## src/rtl/instr_fetch_ctrl.sv

```systemverilog
// Instruction fetch controller: walks a PC through an asynchronous ROM and hands
// one registered instruction at a time to decode, with stall, redirect and halt.
module instr_fetch_ctrl #(
   parameter int          TAM_POSICIONES = 1024,
   parameter int          TAM_PALABRA    = 32,
   parameter logic [31:0] RESET_PC       = 32'd0
) (
   input  logic                              clk_i,
   input  logic                              rst_n_i,
   input  logic                              start_i,
   input  logic                              halt_i,
   input  logic                              branch_taken_i,
   input  logic [31:0]                       branch_target_i,
   output logic [$clog2(TAM_POSICIONES)-1:0] rom_addr_o,
   output logic                              rom_read_en_o,
   input  logic [TAM_PALABRA-1:0]            rom_data_i,
   output logic [TAM_PALABRA-1:0]            instr_o,
   output logic [31:0]                       instr_pc_o,
   output logic                              instr_valid_o,
   input  logic                              instr_ready_i,
   output logic                              busy_o,
   output logic                              addr_error_o,
   output logic [1:0]                        state_o
);

   localparam int AW = $clog2(TAM_POSICIONES);

   typedef enum logic [1:0] {
      ST_IDLE  = 2'd0,
      ST_FETCH = 2'd1,
      ST_ERROR = 2'd2
   } state_t;

   state_t                 state_q, state_d;
   logic [31:0]            pc_q, pc_d;
   logic [TAM_PALABRA-1:0] instr_q, instr_d;
   logic [31:0]            instr_pc_q, instr_pc_d;
   logic                   instr_valid_q, instr_valid_d;
   logic                   addr_error_q, addr_error_d;

   logic                   target_ok;
   logic                   pc_last;
   logic [31:0]            pc_inc;

   // Handshake: instr_o/instr_pc_o transfer to decode on any rising edge where
   // instr_valid_o and instr_ready_i are both high; valid never drops on a stall.
   assign target_ok = (branch_target_i[1:0] == 2'b00) &&
                      ({2'b00, branch_target_i[31:2]} < 32'(TAM_POSICIONES));

   // The word index wraps modulo the ROM size, also for non power-of-two sizes.
   assign pc_last = ({2'b00, pc_q[31:2]} >= 32'(TAM_POSICIONES - 1));
   assign pc_inc  = pc_last ? 32'd0 : pc_q + 32'd4;

   assign rom_addr_o    = pc_q[AW+1:2];
   assign rom_read_en_o = (state_q == ST_FETCH) && !branch_taken_i && !halt_i;
   assign busy_o        = (state_q == ST_FETCH);
   assign instr_o       = instr_q;
   assign instr_pc_o    = instr_pc_q;
   assign instr_valid_o = instr_valid_q;
   assign addr_error_o  = addr_error_q;
   assign state_o       = state_q;

   always_comb begin
      state_d       = state_q;
      pc_d          = pc_q;
      instr_d       = instr_q;
      instr_pc_d    = instr_pc_q;
      instr_valid_d = instr_valid_q;
      addr_error_d  = addr_error_q;

      case (state_q)
         ST_IDLE: begin
            if (start_i && !halt_i) begin
               state_d = ST_FETCH;
            end
         end

         ST_FETCH: begin
            if (halt_i) begin
               state_d       = ST_IDLE;
               instr_valid_d = 1'b0;
            end else if (branch_taken_i) begin
               instr_valid_d = 1'b0;
               if (target_ok) begin
                  pc_d = branch_target_i;
               end else begin
                  addr_error_d = 1'b1;
                  state_d      = ST_ERROR;
               end
            end else if (!instr_valid_q || instr_ready_i) begin
               instr_d       = rom_data_i;
               instr_pc_d    = pc_q;
               instr_valid_d = 1'b1;
               pc_d          = pc_inc;
            end
         end

         ST_ERROR: begin
            state_d = ST_ERROR;
         end

         default: begin
            state_d = ST_IDLE;
         end
      endcase
   end

   always_ff @(posedge clk_i) begin
      if (!rst_n_i) begin
         state_q       <= ST_IDLE;
         pc_q          <= RESET_PC;
         instr_q       <= '0;
         instr_pc_q    <= '0;
         instr_valid_q <= 1'b0;
         addr_error_q  <= 1'b0;
      end else begin
         state_q       <= state_d;
         pc_q          <= pc_d;
         instr_q       <= instr_d;
         instr_pc_q    <= instr_pc_d;
         instr_valid_q <= instr_valid_d;
         addr_error_q  <= addr_error_d;
      end
   end

endmodule

```

## config.mk

```make
export PLATFORM = sky130hd
export DESIGN_NAME = instr_fetch_ctrl
export DESIGN_NICKNAME = d
export VERILOG_FILES = /design/src/rtl/instr_fetch_ctrl.sv
export SDC_FILE = /design/constraint.sdc
export NUM_CORES = 1
export LEC_CHECK = 0
export CAP_MARGIN = 20
export CORE_MARGIN = 1.5
export CORE_UTILIZATION = 40
export DETAILED_ROUTE_END_ITERATION = 10
export GPL_TIMING_DRIVEN = 0
export PLACE_DENSITY = 0.71
export SLEW_MARGIN = 15
export SYNTH_ARGS = -nofsm -noshare
export SYNTH_HDL_FRONTEND = slang
export SYNTH_SLANG_ARGS = --single-unit
```

## constraint.sdc

```tcl
create_clock -name clk_i -period 2.5 [get_ports clk_i]
set_input_delay 0.375 -clock clk_i [delete_from_list [all_inputs] [get_ports clk_i]]
set_output_delay 0.375 -clock clk_i [all_outputs]
set_load 0.01 [all_outputs]
```

### Word-level counts from Yosys, hierarchy flattened

Cells that the tools add are included.

| operators by class | value |
|---|---|
| add/sub/neg operators | 1 |
| $lt $le $gt $ge | 2 |
| eq/ne operators | 6 |
| mux-type cells | 12 |
| bitwise gates (word level) | 3 |
| reductions and logical operators | 17 |

Operators by type and width:

| kind | number |
|---|---|
| two-way mux 32 bit | 4 |
| adder 32 x 3 -> 32 bit (second input constant) | 1 |
| >= comparator 30 x 10 -> 1 bit (second input constant) | 1 |
| < comparator 30 x 11 -> 1 bit (second input constant) | 1 |
| AND reduction 4 bit | 3 |
| two-way mux 2 bit | 4 |
| inequality test 3 bit (second input constant) | 2 |
| case mux 2 bit (3 select lines) | 1 |
| logical AND 1 bit | 4 |
| logical NOT 2 bit | 2 |
| logical NOT 1 bit | 3 |
| two-way mux 1 bit | 3 |
| inverter 1 bit | 3 |
| AND reduction 3 bit | 1 |
| nonzero test 3 bit | 1 |
| == test 2 x 1 -> 1 bit (second input constant) | 1 |
| == test 2 bit (second input constant) | 1 |
| inequality test 2 x 1 -> 1 bit (second input constant) | 1 |
| inequality test 2 bit (second input constant) | 1 |
| AND reduction 2 bit | 1 |
| nonzero test 2 bit | 1 |
| logical OR 1 bit | 1 |

| storage, ports and cells | value |
|---|---|
| register bits after elaboration | 100 |
| input port bits | 70 |
| output and inout port bits | 80 |
| word-level logic and storage cells | 47 |

### Longest topological paths before layout

| depth | value |
|---|---|
| word-level depth | 6 |
| depth in mapped cells | 7 |
| gate-level depth less buffers | 6 |

### Least setup slack after synthesis

Ideal clock, no wire load.

| path | value |
|---|---|
| kind | input -> register |
| start | in branch_taken_i |
| end | reg pc_q[8] |
| library setup time | 0.136 ns |
| arrival time | 2.076 ns |
| required time | 2.364 ns |
| slack | 0.289 ns |
| cell stages on the path | 7 |
| buffers on the path | 2 |
| path through | clkbuf_1 nor4b_1 o21ai_1 o21a_4 buf_6 a21oi_1 o32ai_2 |

| between the ends | value |
|---|---|
| word-level cells in the longest chain between the ends | 2 |
| elaborated cells between the ends (all ways) | 4 |
| those cells by class | eq/ne: 1; mux: 1; reduce/logical: 2 |

Ends and longest elaborated chain:

| item | line | source |
|---|---|---|
| from (decl) | 12 | `input logic branch_taken_i,` |
| inequality test 2 x 1 -> 1 bit (no line) or nonzero test 2 bit (tied branches) | - |  |
| AND reduction 4 bit (no line) | - |  |
| to (signal assigned) | 118 | `pc_q <= pc_d;` |
| to (decl) | 35 | `logic [31:0] pc_q, pc_d;` |

Several ways; a longest one is shown, not always the timed one.
A chain may end at the register's enable or synchronous reset.

### Worst setup path after layout

| path | value |
|---|---|
| start | in branch_target_i[24] |
| end | reg pc_q[9] |

| between the ends | value |
|---|---|
| word-level cells in the longest chain between the ends | 4 |

Ends and longest elaborated chain:

| item | line | source |
|---|---|---|
| from (decl) | 13 | `input logic [31:0] branch_target_i,` |
| < comparator 30 x 11 -> 1 bit | 48 | `({2'b00, branch_target_i[31:2]} < 32'(TAM_POSICIONES));` |
| logical AND 1 bit | 47 | `assign target_ok = (branch_target_i[1:0] == 2'b00) &&` |
| inequality test 2 x 1 -> 1 bit (no line) | - |  |
| AND reduction 4 bit (no line) | - |  |

No other way between the ends.

==> results.sh <==
export IMPL_status="finished, final reports clean"
export IMPL_slew_headroom=0.537
export IMPL_drc=0
export IMPL_vias_per_cell=5.10
export IMPL_die_x_um=102
export IMPL_finClkSkew_ps=12.8
export IMPL_finalSetupViolCount=0
export IMPL_syn_nets=550
export IMPL_drt_wl_total_mm=11.3
export IMPL_crit_family="simple AND/OR/NAND/NOR gates"
export IMPL_cp_common_cell="or4_4"
export IMPL_grt_pass1_wl_mm=17.7
export IMPL_die_y_um=102
export IMPL_syn_area_per_cell_um2=8.25
export IMPL_ant_nets=0
export IMPL_clock_path_buffers=2
export IMPL_cp_startpoint="branch_target_i[24]"
export IMPL_hold_violations=0
export IMPL_fillerInstances=902
export IMPL_synth_ff_latch_count=100
export IMPL_portBuffers=148
export IMPL_final_common_cell="clkdlybuf4s50_1"
export IMPL_post_drt_wl_per_cell_um=14.6
export IMPL_synthFlopType="dfxtp_1"
export IMPL_fin_nets=709
export IMPL_hp_class="flop to flop"
export IMPL_drv_cap=0
export IMPL_cp_start_kind="input port"
export IMPL_post_route_cells_drive_above_1_share=0.0793
export IMPL_clock_sinks=100
export IMPL_fmax_mhz=431
export IMPL_grt_util_all_layers=0.216
export IMPL_async_flop_share=0
export IMPL_cts_tree="built"
export IMPL_drt_iter0_drc=213
export IMPL_grt_pass1_vias=3699
export IMPL_crit_required_ps=2770
export IMPL_cts_root_buf="clkbuf_8"
export IMPL_cpPeakStageDelay_ps=530
export IMPL_finalCriticalPeriod_ps=2320
export IMPL_synth_edf_count=0
export IMPL_worst_pin_slew_ps=695
export IMPL_cts_htree_levels=3
export IMPL_crit_fanout=7
export IMPL_clock_latency_ps=360
export IMPL_core_area_um2=9680
export IMPL_rsz0062_at_grt="no"
export IMPL_end_kind="flop"
export IMPL_antenna_found_initial=0
export IMPL_path_buf_inv=1
export IMPL_ctsHoldBuffers=0
export IMPL_critPathSlowestCell="or4_4"
export IMPL_dr_pass1_iters=4
export IMPL_powerDensity_nw_per_um2=490
export IMPL_syn_to_final_growth_pct=46.5
export IMPL_overflow=0
export IMPL_diodes=0
export IMPL_yosysWarnings=0
export IMPL_syn_cell_area_um2=3950
export IMPL_boundaryPins=150
export IMPL_ys_types=37
export IMPL_hpwl_mm=8.57
export IMPL_rr_startpoint="pc_q[16]"
export IMPL_utilization=0.598
export IMPL_clk_pin_slew_ps=100
export IMPL_postSynthCellCount=479
export IMPL_initial_core_util=0.408
export IMPL_row_count=36
export IMPL_critPathArrivalTime_ps=2590
export IMPL_ir_drop_mv=0.274
export IMPL_gp_congestion=0.892
export IMPL_crit_chain="clkdlybuf4s50_1, or4_4, or4_4, o21ai_1, a21oi_1, nor3_1"
export IMPL_fin_crit_sh=0.929
export IMPL_p_leak_uw=0.00199
export IMPL_yosysSeqAreaShare=0.506
export IMPL_slew_violations=0
export IMPL_min_from="instr_o[9]"
export IMPL_fin_tns_setup_ps=0
export IMPL_grt_max_degree=18
export IMPL_numCtsBuffers=9
export IMPL_vias=3954
export IMPL_critical_path_class="input port to flop"
export IMPL_finalPower_uw=2840
export IMPL_dieArea_um2=10500
export IMPL_final_cell_mix="clkdlybuf4s50_1, nand2_1, dfxtp_1"
==> synthesized netlist by cell type, types with 3 or more instances <==
cell	count	share of area
nor3_1	5	0.0063
buf_4	10	0.019
o32ai_2	5	0.021
and4_1	3	0.0066
nor4_1	14	0.022
buf_2	11	0.014
o21ai_0	5	0.0063
o21a_1	3	0.0057
nand2_1	147	0.14
o31ai_1	3	0.0057
dfxtp_1	100	0.51
a21oi_1	83	0.11
nand4_1	6	0.0095
and2_1	10	0.016
nor2_1	11	0.010
inv_1	6	0.0057
and3_1	10	0.016
a221oi_1	3	0.0066
nand3_1	6	0.0076
clkbuf_1	15	0.014
==> state kept, by name, indices dropped and copies added (netlist names) <==
name           flops
instr_o           32
instr_pc_o        32
pc_q              32
state_o            2
addr_error_o       1
instr_valid_o      1
==> repair_timing <==
| action | in CTS | in global routing |
|---|---|---|
| resized for setup | 0 | 1 |
| setup endpoints to repair | 0 | 7 |
| buffers inserted | 0 | 0 |
==> kinds of logic after synthesis <==
logic type,after synthesis,synth area share
compound gates,113,0.176
fa+ha+maj,1,0.00316
buf+inv,44,0.0585
flops,100,0.506
mux,2,0.00506
simple gates,219,0.251
==> final cells by class <==
type | instances | area, um2 | area share
Multi-Input combinational cell | 335 | 1730 | 0.298
Tap cell | 133 | 166 | 0.0287
Timing Repair Buffer | 148 | 1480 | 0.256
Inverter | 6 | 22.5 | 0.00389
Clock inverter | 5 | 42.5 | 0.00735
Sequential cell | 100 | 2000 | 0.346
Clock buffer | 11 | 141 | 0.0244
Buffer | 38 | 209 | 0.0361
==> power by group <==
part	switching (uW)	leakage, uW	internal, uW	total, uW
combinational	108	0.00110	141	249
sequential	9.77	0.000806	1600	1610
clock	573	0.0000909	403	976
==> worst register-to-register path, stage by stage, from the launching register on <==
cell	delay, ps
dfxtp_1	350
nor4_1	320
nand4_1	420
nor3b_2	640
a221oi_1	180
a211oi_2	210
==> through the flow <==
step	cells	hold slack [ps]	setup slack (ps)	instance area (um2)
after global placement	760	441	-198	5600
final	776	458	178	5790
after CTS	776	462	29.6	5790
after global routing	776	476	104	5790
after floorplan	479	427	289	3950
after detailed placement	760	448	-187	5600
==> metal layers <==
metal / up-vias / wire (um) / part of all wire / track usage
met5: - / 0 / 0 / 0
met4: 0 / 51 / 0.0045 / 0.0453
met3: 5 / 943 / 0.083 / 0.0547
met2: 160 / 5320 / 0.47 / 0.375
met1: 1836 / 5030 / 0.44 / 0.270
li1: 1953 / - / - / -
==> worst paths after layout <==
| check | endpoint | slack, ps | cells past startpoint |
|---|---|---|---|
| max | pc_q[9] | 180 | 6 |
| min | instr_o[9] | 460 | 2 |
| max reg2reg | pc_q[2] | 300 | 5 |
| min reg2reg | instr_o[9] | 460 | 2 |
Power figures use the tool's default switching activity.
